## src/rtl/rv_mem_pkg.sv

```systemverilog
// Shared definitions for the instruction/data memory arbiter.
//   arb_state_t    : arbiter FSM states (IDLE, FETCH, DATA)
//   DATA_W_DEFAULT : default address/data width
//   BE_NONE        : byte-enable pattern meaning "read"
//   is_write()     : true when a byte-enable pattern writes at least one byte
package rv_mem_pkg;

    localparam int DATA_W_DEFAULT = 32;

    localparam logic [3:0] BE_NONE = 4'b0000;

    typedef enum logic [1:0] {
        IDLE  = 2'd0,
        FETCH = 2'd1,
        DATA  = 2'd2
    } arb_state_t;

    function automatic logic is_write(input logic [3:0] be);
        return (be != BE_NONE);
    endfunction

endpackage

```

## src/rtl/arb_wait_timer.sv

```systemverilog
// Wait-state timer for one memory transaction.
//   clk     : clock
//   rst_n   : asynchronous reset, active-high
//   clr     : restart the count (asserted at grant)
//   en      : a transaction cycle passed without mem_ready
//   expired : this en cycle is the MAX_WAIT-th one; the transaction must abort
module arb_wait_timer
    import rv_mem_pkg::*;
#(
    parameter int MAX_WAIT = 15
) (
    input  logic clk,
    input  logic rst_n,
    input  logic clr,
    input  logic en,
    output logic expired
);

    localparam int CNT_W = $clog2(MAX_WAIT + 1);
    localparam logic [CNT_W-1:0] LAST_CNT = CNT_W'(MAX_WAIT - 1);

    logic [CNT_W-1:0] cnt_r;

    // Count unanswered transaction cycles since the last grant.
    always_ff @(posedge clk or posedge rst_n) begin
        if (rst_n) begin
            cnt_r <= '0;
        end else if (clr) begin
            cnt_r <= '0;
        end else if (en && !expired) begin
            cnt_r <= cnt_r + CNT_W'(1);
        end else begin
            cnt_r <= cnt_r;
        end
    end

    // Expire in the cycle whose increment would reach MAX_WAIT, so the abort
    // lands on the same edge the count would have become MAX_WAIT.
    assign expired = en && (cnt_r == LAST_CNT);

endmodule

```

## src/rtl/mem_arbiter.sv

```systemverilog
// Arbiter between the IF-stage fetch port and the MEM-stage data port for a
// single shared memory. Data wins unless a fetch has waited FAIR_LIMIT data
// grants. Owns the memory bus, the wait/timeout FSM and the pipeline holds.
//   if_*   : fetch requester (req/addr in, gnt/rvalid/rdata out)
//   dm_*   : data requester (req/addr/we/wdata in, gnt/rvalid/rdata out)
//   mem_*  : memory bus (req/addr/we/wdata out, ready/rdata in)
//   stall_o, pc_en_o, if_id_en_o : pipeline hold controls
//   err_o  : pulses with the rvalid of a timed-out transaction
module mem_arbiter
    import rv_mem_pkg::*;
#(
    parameter int DATA_W     = DATA_W_DEFAULT,
    parameter int MAX_WAIT   = 15,
    parameter int FAIR_LIMIT = 2
) (
    input  logic              clk,
    input  logic              rst_n,
    input  logic              if_req_i,
    input  logic [DATA_W-1:0] if_addr_i,
    output logic              if_gnt_o,
    output logic              if_rvalid_o,
    output logic [DATA_W-1:0] if_rdata_o,
    input  logic              dm_req_i,
    input  logic [DATA_W-1:0] dm_addr_i,
    input  logic [3:0]        dm_we_i,
    input  logic [DATA_W-1:0] dm_wdata_i,
    output logic              dm_gnt_o,
    output logic              dm_rvalid_o,
    output logic [DATA_W-1:0] dm_rdata_o,
    output logic              mem_req_o,
    output logic [DATA_W-1:0] mem_addr_o,
    output logic [3:0]        mem_we_o,
    output logic [DATA_W-1:0] mem_wdata_o,
    input  logic              mem_ready_i,
    input  logic [DATA_W-1:0] mem_rdata_i,
    output logic              stall_o,
    output logic              pc_en_o,
    output logic              if_id_en_o,
    output logic              err_o
);

    localparam int FAIR_W = (FAIR_LIMIT < 1) ? 1 : $clog2(FAIR_LIMIT + 1);
    localparam logic [FAIR_W-1:0] FAIR_MAX = FAIR_W'(FAIR_LIMIT);

    arb_state_t        state_r;
    logic [FAIR_W-1:0] fair_cnt_r;
    logic              dm_gnt_q_r;
    logic              mem_req_r;
    logic [DATA_W-1:0] mem_addr_r;
    logic [3:0]        mem_we_r;
    logic [DATA_W-1:0] mem_wdata_r;
    logic              if_rvalid_r;
    logic              dm_rvalid_r;
    logic [DATA_W-1:0] if_rdata_r;
    logic [DATA_W-1:0] dm_rdata_r;
    logic              err_r;

    logic              if_gnt_s;
    logic              dm_gnt_s;
    logic              busy_s;
    logic              expired_s;
    logic              stall_s;

    // Grant decision; only IDLE can grant, data first unless fetch is owed a turn.
    always_comb begin
        if_gnt_s = 1'b0;
        dm_gnt_s = 1'b0;
        if (state_r == IDLE) begin
            if (if_req_i && (!dm_req_i || (fair_cnt_r == FAIR_MAX))) begin
                if_gnt_s = 1'b1;
            end else if (dm_req_i) begin
                dm_gnt_s = 1'b1;
            end else begin
                if_gnt_s = 1'b0;
                dm_gnt_s = 1'b0;
            end
        end else begin
            if_gnt_s = 1'b0;
            dm_gnt_s = 1'b0;
        end
    end

    assign busy_s = (state_r == FETCH) || (state_r == DATA);

    arb_wait_timer #(
        .MAX_WAIT (MAX_WAIT)
    ) u_wait_timer (
        .clk     (clk),
        .rst_n   (rst_n),
        .clr     (if_gnt_s || dm_gnt_s),
        .en      (busy_s && !mem_ready_i),
        .expired (expired_s)
    );

    // Arbiter FSM with its registered bus and response outputs.
    always_ff @(posedge clk or posedge rst_n) begin
        if (rst_n) begin
            state_r     <= IDLE;
            mem_req_r   <= 1'b0;
            mem_addr_r  <= '0;
            mem_we_r    <= BE_NONE;
            mem_wdata_r <= '0;
            if_rvalid_r <= 1'b0;
            dm_rvalid_r <= 1'b0;
            if_rdata_r  <= '0;
            dm_rdata_r  <= '0;
            err_r       <= 1'b0;
        end else begin
            // Response pulses last one cycle unless a completion sets them below.
            if_rvalid_r <= 1'b0;
            dm_rvalid_r <= 1'b0;
            if_rdata_r  <= '0;
            dm_rdata_r  <= '0;
            err_r       <= 1'b0;
            case (state_r)
                IDLE: begin
                    if (if_gnt_s) begin
                        state_r     <= FETCH;
                        mem_req_r   <= 1'b1;
                        mem_addr_r  <= if_addr_i;
                        mem_we_r    <= BE_NONE;
                        mem_wdata_r <= '0;
                    end else if (dm_gnt_s) begin
                        state_r     <= DATA;
                        mem_req_r   <= 1'b1;
                        mem_addr_r  <= dm_addr_i;
                        mem_we_r    <= dm_we_i;
                        mem_wdata_r <= dm_wdata_i;
                    end else begin
                        mem_req_r <= 1'b0;
                    end
                end
                FETCH, DATA: begin
                    // mem_ready_i beats a simultaneous timeout.
                    if (mem_ready_i || expired_s) begin
                        state_r     <= IDLE;
                        mem_req_r   <= 1'b0;
                        if_rvalid_r <= (state_r == FETCH);
                        dm_rvalid_r <= (state_r == DATA);
                        err_r       <= !mem_ready_i;
                        if_rdata_r  <= (state_r == FETCH && mem_ready_i) ? mem_rdata_i : '0;
                        dm_rdata_r  <= (state_r == DATA && mem_ready_i && !is_write(mem_we_r))
                                       ? mem_rdata_i : '0;
                    end else begin
                        mem_req_r <= 1'b1;
                    end
                end
                default: begin
                    state_r   <= IDLE;
                    mem_req_r <= 1'b0;
                end
            endcase
        end
    end

    // Fairness count: data grants taken while a fetch waits, cleared by a fetch grant.
    always_ff @(posedge clk or posedge rst_n) begin
        if (rst_n) begin
            fair_cnt_r <= '0;
        end else if (if_gnt_s) begin
            fair_cnt_r <= '0;
        end else if (dm_gnt_s && if_req_i && (fair_cnt_r != FAIR_MAX)) begin
            fair_cnt_r <= fair_cnt_r + FAIR_W'(1);
        end else begin
            fair_cnt_r <= fair_cnt_r;
        end
    end

    // Remember a data grant so the hold covers the cycle right after it.
    always_ff @(posedge clk or posedge rst_n) begin
        if (rst_n) begin
            dm_gnt_q_r <= 1'b0;
        end else begin
            dm_gnt_q_r <= dm_gnt_s;
        end
    end

    assign stall_s = (dm_req_i && !dm_gnt_s) || (state_r == DATA) ||
                     (!dm_rvalid_r && dm_gnt_q_r);

    assign if_gnt_o    = if_gnt_s;
    assign dm_gnt_o    = dm_gnt_s;
    assign if_rvalid_o = if_rvalid_r;
    assign if_rdata_o  = if_rdata_r;
    assign dm_rvalid_o = dm_rvalid_r;
    assign dm_rdata_o  = dm_rdata_r;
    assign mem_req_o   = mem_req_r;
    assign mem_addr_o  = mem_addr_r;
    assign mem_we_o    = mem_we_r;
    assign mem_wdata_o = mem_wdata_r;
    assign err_o       = err_r;
    assign stall_o     = stall_s;
    assign pc_en_o     = if_rvalid_r && !stall_s;
    assign if_id_en_o  = if_rvalid_r && !stall_s;

endmodule

```

## config.mk

```make
export PLATFORM = sky130hd
export DESIGN_NAME = mem_arbiter
export DESIGN_NICKNAME = d
export VERILOG_FILES = /design/src/rtl/rv_mem_pkg.sv /design/src/rtl/arb_wait_timer.sv /design/src/rtl/mem_arbiter.sv
export SDC_FILE = /design/constraint.sdc
export NUM_CORES = 1
export LEC_CHECK = 0
export ABC_AREA = 1
export BUFFER_PORTS_ARGS = -buffer_cell sky130_fd_sc_hd__buf_2
export CORE_MARGIN = 4
export CORE_UTILIZATION = 47
export CTS_CLUSTER_DIAMETER = 50
export DETAILED_ROUTE_END_ITERATION = 10
export PLACE_DENSITY = 0.92
export SLEW_MARGIN = 20
export SYNTH_ARGS = -nofsm -noshare
export SYNTH_HDL_FRONTEND = slang
export SYNTH_SLANG_ARGS = --single-unit
```

## constraint.sdc

```tcl
create_clock -name clk -period 6.99 [get_ports clk]
set_input_delay 1.398 -clock clk [delete_from_list [all_inputs] [get_ports clk]]
set_output_delay 1.398 -clock clk [all_outputs]
set_load 0.1 [all_outputs]
```

Yosys cells after proc, flatten, opt, wreduce, memory -nomap -nowiden
Cells that the tools add are included.

operators by class
  multiplexer cells = 35
  add/subtract/negate cells = 2
  reduce and logical (&&, ||, !) cells = 33
  equality and inequality tests = 7

operator list
  operator             count
  $mux 32              10
  $mux 4               4
  $mux 1               14
  $logic_and 1x1->1    12
  $mux 2               5
  $logic_not 1->1      7
  $logic_or 1x1->1     6
  $reduce_bool 2->1    3
  $add 4x1->4 const B  1
  $eq 2x2->1 const B   2
  $eq 4x4->1 const B   1
  $ne 2x2->1 const B   2
  $pmux 2 s2           1
  $reduce_and 2->1     2
  $reduce_bool 4->1    1
  $ne 3x3->1 const B   1
  $add 2x1->2 const B  1
  $eq 2x1->1 const B   1
  $logic_not 2->1      1
  $pmux 1 s2           1
  $reduce_or 2->1      1

word-level totals
  flip-flop bits (word level) = 145
  word-level logic and storage cells = 90
  bits of input ports = 137
  output and inout port bits = 141

Depth between registers and ports, before layout
Gate-level depths: netlist (run 1).

  depth after elaboration = 11
  mapped depth = 10
  depth with buffers taken out = 9

Cells and area by module
Synthesis (run 1) repeated with hierarchy kept, for this count alone.

unflattened totals
  cells, all modules = 680
  area total of the unflattened synthesis = 6107.1 um2

by module, submodules not included
  module          times used  seq. area each (um2)  area an instance (um2)  cells each
  mem_arbiter     1           3528.4                5853.1                  647
  arb_wait_timer  1           100.1                 254.0                   33

Worst setup path after synthesis (run 1)
OpenSTA, ideal clock, no wires.

  kind = in2out
  from = in if_req_i
  to = out pc_en_o
  buffers on the path = 2
  slack = 1124 ps
  required time = 5592 ps
  data arrival time = 4468 ps
  cell stages on the path = 7
  cells stage by stage = buf_4 a21oi_2 nand2_2 nand2_1 nand2_1 nor2_1 buf_4

between the ends
  word-level cells in the longest chain between the ends = 9

RTL lines
  what                           line                source
  start: declaration             mem_arbiter.sv:18   input logic if_req_i,
  $logic_and 1x1->1              mem_arbiter.sv:69   if (if_req_i && (!dm_req_i || (fair_cnt_r == FAIR_MAX))) begin
  $mux 1                         mem_arbiter.sv:69
  $mux 1                         mem_arbiter.sv:68   if (state_r == IDLE) begin
  $logic_not 1->1                mem_arbiter.sv:178  assign stall_s = (dm_req_i && !dm_gnt_s) || (state_r == DATA) ||
  $logic_and 1x1->1              mem_arbiter.sv:178
  $logic_or 1x1->1 (2 in a row)  mem_arbiter.sv:178
  named net stall_o              mem_arbiter.sv:36   output logic stall_o,
  $logic_not 1->1                -
  $logic_and 1x1->1              -
  end: declaration               mem_arbiter.sv:37   output logic pc_en_o,

The timed path passes the listed nets, and every way through them passes these cells.

Worst setup path in the final report (run 1)
  from = in if_req_i
  to = out dm_gnt_o

between the ends
  word-level cells in the longest chain between the ends = 3

RTL lines
  what               line               source
  $logic_and 1x1->1  mem_arbiter.sv:69
  $mux 1             mem_arbiter.sv:69
  $mux 1             mem_arbiter.sv:68
  end: declaration   mem_arbiter.sv:27  output logic dm_gnt_o,

No other way between the ends.

==> impl_results.rst, run 1 <==
.. list-table::
   :header-rows: 1

   * - Metric
     - Value
   * - Result of the run
     - finished clean
   * - Via Count
     - 5510
   * - Height of the die
     - 121.4 um
   * - Post-route met1 wirelength
     - between 6000 and 7000 um
   * - Horizontal die dimension
     - 121.4 um
   * - Number of warnings printed during yosys synthesis
     - 0
   * - Insertion delay to the later sink of the worst-skew pair
     - roughly 0.42 ns
   * - Leftover overflow at the end of global routing
     - 0
   * - Setup repair after global routing missed its margin
     - false
   * - Total number of placement rows
     - 41
   * - HPWL after detailed placement
     - ~12000 um
   * - Worst-Margin Slew
     - 1.049 ns
   * - Core Area
     - between 10000 and 15000 um2
   * - Setup TNS
     - 0 ns
   * - Routed length on met2
     - 8678 um
   * - Arrival time at the worst endpoint
     - around 3.6 ns
   * - Avg Vias per Cell
     - about 5.0
   * - Clock transition time at the flip-flop clock pins of the worst setup and hold paths
     - about 0.06 ns
   * - DRC violation count after routing
     - 0
   * - Vias in the first global route
     - 5172
   * - Post-synthesis to final-layout area growth
     - 32.31%
   * - Mapped Area
     - a little over 6000 um2
   * - Number of nets in the finished design
     - about 1100
   * - Worst slack after detailed placement
     - between 1.5 and 2 ns
   * - Met3 WL
     - ~1200 um
   * - Antenna violations before repair
     - 0
   * - Number of max-slew violations in the final report
     - 0
   * - Maximum clock skew at final layout
     - around 0.012 ns
   * - Aggregate global-route resource usage
     - between 20 and 25%
   * - Worst max-slew margin expressed relative to the limit
     - between 20% and 30%
   * - Classification of the worst-slack hold path
     - reg2reg
   * - Dominant cells by area after synthesis
     - dfrtp_1, nand2_1, nand3_1, nor3_1, nand4_1
   * - Post-CTS Repair Setup Buffers
     - 0
   * - Minimum clock period
     - a little over 5 ns
   * - Portion of the clock cycle consumed by the worst path in the final layout
     - 71.95%
   * - Share of cells above drive strength 1
     - about a third
   * - Number of unique standard cell types used by synthesis
     - 22
   * - Area share of the largest cell type after synthesis
     - roughly 60%
   * - Setup crit end kind
     - output pin
   * - Req. time, crit path
     - approximately 5.6 ns
   * - TritonCTS Sinks
     - around 150
   * - Max Used Layer
     - met4
   * - Synthesized net count
     - 817
   * - Clk root buf
     - clkbuf_16
   * - Worst Slack Setup Final
     - approximately 2.0 ns
   * - Post-route ant nets
     - 0
   * - Fillers
     - about 1000
   * - RePlAce Congestion
     - 0.8423
   * - Post-layout utilization of the core
     - ~63%
   * - Total routed wirelength
     - 16730 um
   * - Most common cell after layout, fill and taps aside
     - buf_2
   * - Most used cells in the layout excluding fill and tap cells
     - buf_2, nand2_1, dfrtp_1, nand3_1, nor3_1
   * - Number of CTS-inserted buffers
     - 17
   * - Floorplan die area
     - roughly 15000 um2
   * - ANT cells
     - 0
   * - Sort of element at the start of the critical path
     - input port
   * - Initial standard-cell utilization of the core
     - a little under half
   * - Sequential area share after synthesis
     - 60.02%
   * - Max-cap violations
     - 0
   * - Post_cts resized
     - 0
   * - Maximum number of pins on one net before global-route repair
     - roughly 100
   * - Total number of H-tree levels
     - 4
   * - Quantity of hold-fixing buffers added after cts
     - 0
   * - Average cell area after synthesis
     - 8.983 um2
   * - Fin. Hold Viols
     - 0
   * - Buffer levels on the longest clock path
     - 2
   * - Starting DRC count in detailed routing
     - about 500
   * - Setup Crit Path Kind
     - in2out
   * - Number of failing setup endpoints in the final timing report
     - 0
   * - Avg WL per Cell
     - ~15 um
   * - First-pass GRT wire length
     - about 26000 um
   * - IO Port Bufs
     - roughly 280
   * - Max Freq
     - about 200 MHz
   * - Flip-flop and latch count after synthesis
     - approximately 150
   * - Largest fanout on the critical path
     - 39
   * - Top cell type by total area after synthesis
     - dfrtp_1
   * - CTS tree
     - built
   * - Number of top-level pins
     - approximately 280
   * - Pre-antenna DRT Iters
     - 5
   * - Post-synthesis instance total
     - 673
## worst max-delay path: stages
cell,delay [ns]
buf_2,0.31
a21oi_2,0.23
nand2_2,0.43
inv_2,0.69
buf_2,0.55
## per-layer routing
layer	global-route usage, %	vias to the layer above
li1	-	2677
met1	28.52	2574
met3	5.455	25
met5	0	-
met4	6.583	0
met2	37.13	234
## path summary, 6_finish.rpt
check	from	end	slack, ns	cells past startpoint
hold / removal	mem_wdata_o[17]	mem_wdata_o[17]	0.47	2
setup reg to reg	fair_cnt_r[0]	mem_wdata_o[19]	3.62	10
setup / recovery	if_req_i	dm_gnt_o	1.96	5
max in group asynchronous	rst_n	mem_addr_o[29]	4.54	3
min in group asynchronous	rst_n	if_rdata_o[6]	1.06	2
hold reg to reg	mem_wdata_o[17]	mem_wdata_o[17]	0.47	2
## stage by stage
step	std cells	area, um2	hold WS [ns]
2_1_floorplan	673	6046	0.4530
3_3_place_gp	1077	7431	0.4477
3_5_place_dp	1077	7431	0.4530
4_1_cts	1109	7996	0.4690
5_1_grt	1109	7999	0.4861
6_report	1109	7999	0.4667
## Yosys cell counts
cell type,instances
nand3_1,74
nand2_4,1
a21oi_2,1
a21oi_1,4
inv_2,2
o21ai_0,1
buf_6,6
nor2_1,7
buf_4,4
clkbuf_1,22
o31ai_1,1
dfrtp_1,145
nand3b_1,1
buf_2,12
nand2_1,227
buf_1,5
nand2_2,2
nand3_2,1
nand4_1,35
nor3_1,65
ha_1,7
inv_1,50
## layout make-up
class | count | area [um2] | share of cell area, %
Sequential cell | 145 | 3628 | 45.36
Multi-Input combinational cell | 427 | 1973 | 24.67
Timing Repair Buffer | 281 | 1416 | 17.71
Clock buffer | 17 | 425.4 | 5.318
Tap cell | 172 | 215.2 | 2.690
Inverter | 52 | 200.2 | 2.503
Clock inverter | 15 | 140.1 | 1.752
## state kept, by name, indices dropped and copies added, names as in the netlist
signal,cells
err_o,1
fair_cnt_r,2
dm_rvalid_o,1
mem_we_o,4
mem_addr_o,32
mem_wdata_o,32
mem_req_o,1
if_rvalid_o,1
u_wait_timer.cnt_r,4
dm_gnt_q_r,1
state_r,2
if_rdata_o,32
dm_rdata_o,32
## cells by family (layout without fill, tap and decap cells)
group / after synthesis / after routing / synth area share (%)
fa+ha+maj: 7 / 7 / 1.449
simple gates: 413 / 413 / 30.34
flops: 145 / 145 / 60.02
compound gates: 7 / 7 / 0.6830
buf+inv: 101 / 365 / 7.512
Power of run 1 is left out: the tool's default activity adds up to more than one toggle a clock period on the data nets, which glitch-free logic cannot reach.
==> run 2, diff against run 1 <==
clock period = 5 ns   (was 6.99 ns; I/O delays follow)
==> run 2 against run 1 <==
Critical path type is now reg2out. Highest routed layer unchanged. Count of clock-buffer cells in the layout unchanged. Sequential share of layout area is 0.24 points lower. Critical path depth grew 3. Utilization rose by 0.34 points. Hold slack got worse by 0.0039 ns. Register-to-register slack got worse by 1.4 ns. Die area did not move.
==> impl_results.rst, run 2 (synthesis gave the netlist of run 1 again) <==
.. list-table::
   :header-rows: 1

   * - Metric
     - Value
   * - Result of the run
     - finished clean
   * - DRC violation count after routing
     - 0 (unchanged)
   * - Critical R2R Launch
     - state_r[0]
   * - Setup crit end kind
     - output pin
   * - Number of max-slew violations in the final report
     - 0 (unchanged)
   * - Pre-antenna DRT Iters
     - 5 (unchanged)
   * - Leftover overflow at the end of global routing
     - 0 (unchanged)
   * - Worst path bufs/invs
     - 3 (unchanged)
   * - Maximum number of pins on one net before global-route repair
     - 107 (+2.9%)
   * - Cell occurring most often along the worst timing path
     - nand2_1
   * - Horizontal die dimension
     - 121.4 um (unchanged)
   * - CTS tree
     - built
   * - First-pass GRT wire length
     - 25520 um (-1.1%)
   * - Avg WL per Cell
     - 14.65 um (-2.9%)
   * - HPWL after detailed placement
     - 11410 um (-1.3%)
   * - Buffer levels on the longest clock path
     - 2 (unchanged)
   * - TritonCTS Sinks
     - 145 (unchanged)
   * - Clock transition time at the flip-flop clock pins of the worst setup and hold paths
     - 0.06 ns (about the same)
   * - Post-synthesis to final-layout area growth
     - 33.01%
   * - Antenna violations before repair
     - 0 (unchanged)
   * - IO Port Bufs
     - 277 (unchanged)
   * - Portion of the clock cycle consumed by the worst path in the final layout
     - 76.28%
   * - Setup repair after global routing missed its margin
     - false
   * - Insertion delay to the later sink of the worst-skew pair
     - 0.41 ns (about the same)
   * - Quantity of hold-fixing buffers added after cts
     - 0 (unchanged)
   * - Most used cells in the layout excluding fill and tap cells
     - buf_2, nand2_1, dfrtp_1, nand3_1, nor3_1
   * - Number of top-level pins
     - 278 (unchanged)
   * - Depth of the worst register-to-register path
     - 8 (-2)
   * - Classification of the worst-slack hold path
     - reg2reg
   * - RePlAce Congestion
     - 0.7877 (-6.5%)
   * - Largest fanout on the critical path
     - 36 (-7.7%)
   * - Maximum clock skew at final layout
     - 0.008866 ns (-0.003173 ns)
   * - Total number of H-tree levels
     - 4 (unchanged)
   * - Core Area
     - 12620 um2 (unchanged)
   * - Total routed wirelength
     - 16270 um (-2.7%)
   * - Height of the die
     - 121.4 um (unchanged)
   * - Number of CTS-inserted buffers
     - 17 (unchanged)
   * - Cell with the biggest individual delay on the critical path
     - nand2_2
   * - Aggregate global-route resource usage
     - 21.61% (-0.54 points)
   * - Worst hold path startpoint
     - mem_wdata_o[19]
   * - Share of cells above drive strength 1
     - 34.72% (+0.25 points)
   * - Hold path endpoint
     - mem_wdata_o[19]
   * - Via Count
     - 5504 (-0.11%)
   * - Arrival time at the worst endpoint
     - 2.81 ns (-0.82 ns)
   * - Register-to-Register Setup Slack
     - 2.18 ns (-1.44 ns)
   * - Post_cts resized
     - 0 (unchanged)
   * - Number of nets in the finished design
     - 1070 (+0.19%)
   * - Initial standard-cell utilization of the core
     - 47.91% (unchanged)
   * - ANT cells
     - 0 (unchanged)
   * - Count of cells along the worst hold path
     - 2 (unchanged)
   * - Max-cap violations
     - 0 (unchanged)
   * - Post-CTS Repair Setup Buffers
     - 0 (unchanged)
   * - Clk root buf
     - clkbuf_16
   * - CP delay by family, top
     - simple AND/OR/NAND/NOR gates
   * - Avg Vias per Cell
     - 4.954 (-0.29%)
   * - Fin. Hold Viols
     - 0 (unchanged)
   * - Setup Crit Path Kind
     - reg2out
   * - Cell Chain, Critical Path
     - inv_1 -> ha_1 -> buf_4 -> nand2_2 -> nand2_1 -> nand2_1 -> nor2_2 -> buf_2
   * - Most common cell after layout, fill and taps aside
     - buf_2
   * - Minimum clock period
     - between 3 and 4 ns
   * - Destination of the worst register-to-register timing path
     - mem_wdata_o[2]
   * - Crit path largest cell delay
     - 0.52 ns (-0.17 ns)
   * - Post-route ant nets
     - 0 (unchanged)
   * - Vias in the first global route
     - 5213 (+0.79%)
   * - Worst max-slew margin expressed relative to the limit
     - 29.97% (about the same)
   * - Number of failing setup endpoints in the final timing report
     - 0 (unchanged)
   * - Total number of placement rows
     - 41 (unchanged)
   * - Worst-Margin Slew
     - 1.050 ns (+0.001421 ns)
   * - Setup TNS
     - 0 ns (unchanged)
   * - Sort of element at the start of the critical path
     - flop
   * - Req. time, crit path
     - 4.00 ns (-1.59 ns)
   * - Floorplan die area
     - 14740 um2 (unchanged)
   * - Starting DRC count in detailed routing
     - 428 (-17%)
   * - Max Freq
     - approximately 260 MHz
run 2: worst reg2reg max path, delay by kind of cell (launching register included):
family,cells,cell delay [ns]
flip-flops,1,0.39
AND/OR/NAND/NOR,4,1.24
adder cells (fa/ha/maj),1,0.19
buffers and inverters,3,0.95
run 2: worst max path at each step:
| stage | slack, ns | endpoint | start | cells after the start |
|---|---|---|---|---|
| 2_1_floorplan | 0.11 | dm_gnt_q_r | rst_n | 1 |
| 3_3_place_gp | 1.37 | pc_en_o | dm_req_i | 8 |
| 3_5_place_dp | 1.36 | if_id_en_o | dm_req_i | 8 |
| 5_1_grt | 0.94 | pc_en_o | state_r[0] | 8 |
| 4_1_cts | 1.16 | if_id_en_o | state_r[0] | 8 |
| 6_report | 1.19 | if_id_en_o | state_r[0] | 8 |
run 2: cell type report:
type,instances,area (um2)
repair buffers,283,1431
flip-flops and latches,145,3628
fillers,1044,4578
clock buffers,17,425.4
clock inverters,15,165.2
inverters,52,200.2
well taps,172,215.2
multi-input cells,427,1976
run 2: through the flow:
| stage | instances | utilization (%) | instance area, um2 | worst slack, ns | hold WS [ns] |
|---|---|---|---|---|---|
| 2_1_floorplan | 673 | - | 6048 | 0.1054 | 0.4530 |
| 3_3_place_gp | 1079 | 59.02 | 7448 | 1.375 | 0.4485 |
| 3_5_place_dp | 1079 | 59.02 | 7448 | 1.358 | 0.4526 |
| 4_1_cts | 1111 | 63.70 | 8039 | 1.155 | 0.4680 |
| 5_1_grt | 1111 | 63.72 | 8041 | 0.9449 | 0.4879 |
| 6_report | 1111 | 63.72 | 8041 | 1.186 | 0.4628 |
run 2: layer usage:
metal | part of all wire (%) | global-route usage [%]
met4 | 2.1 | 6.513
met1 | 39 | 26.63
met2 | 52 | 37.17
met3 | 6.8 | 5.828
met5 | 0 | 0
Power of run 2 is left out for the same reason.
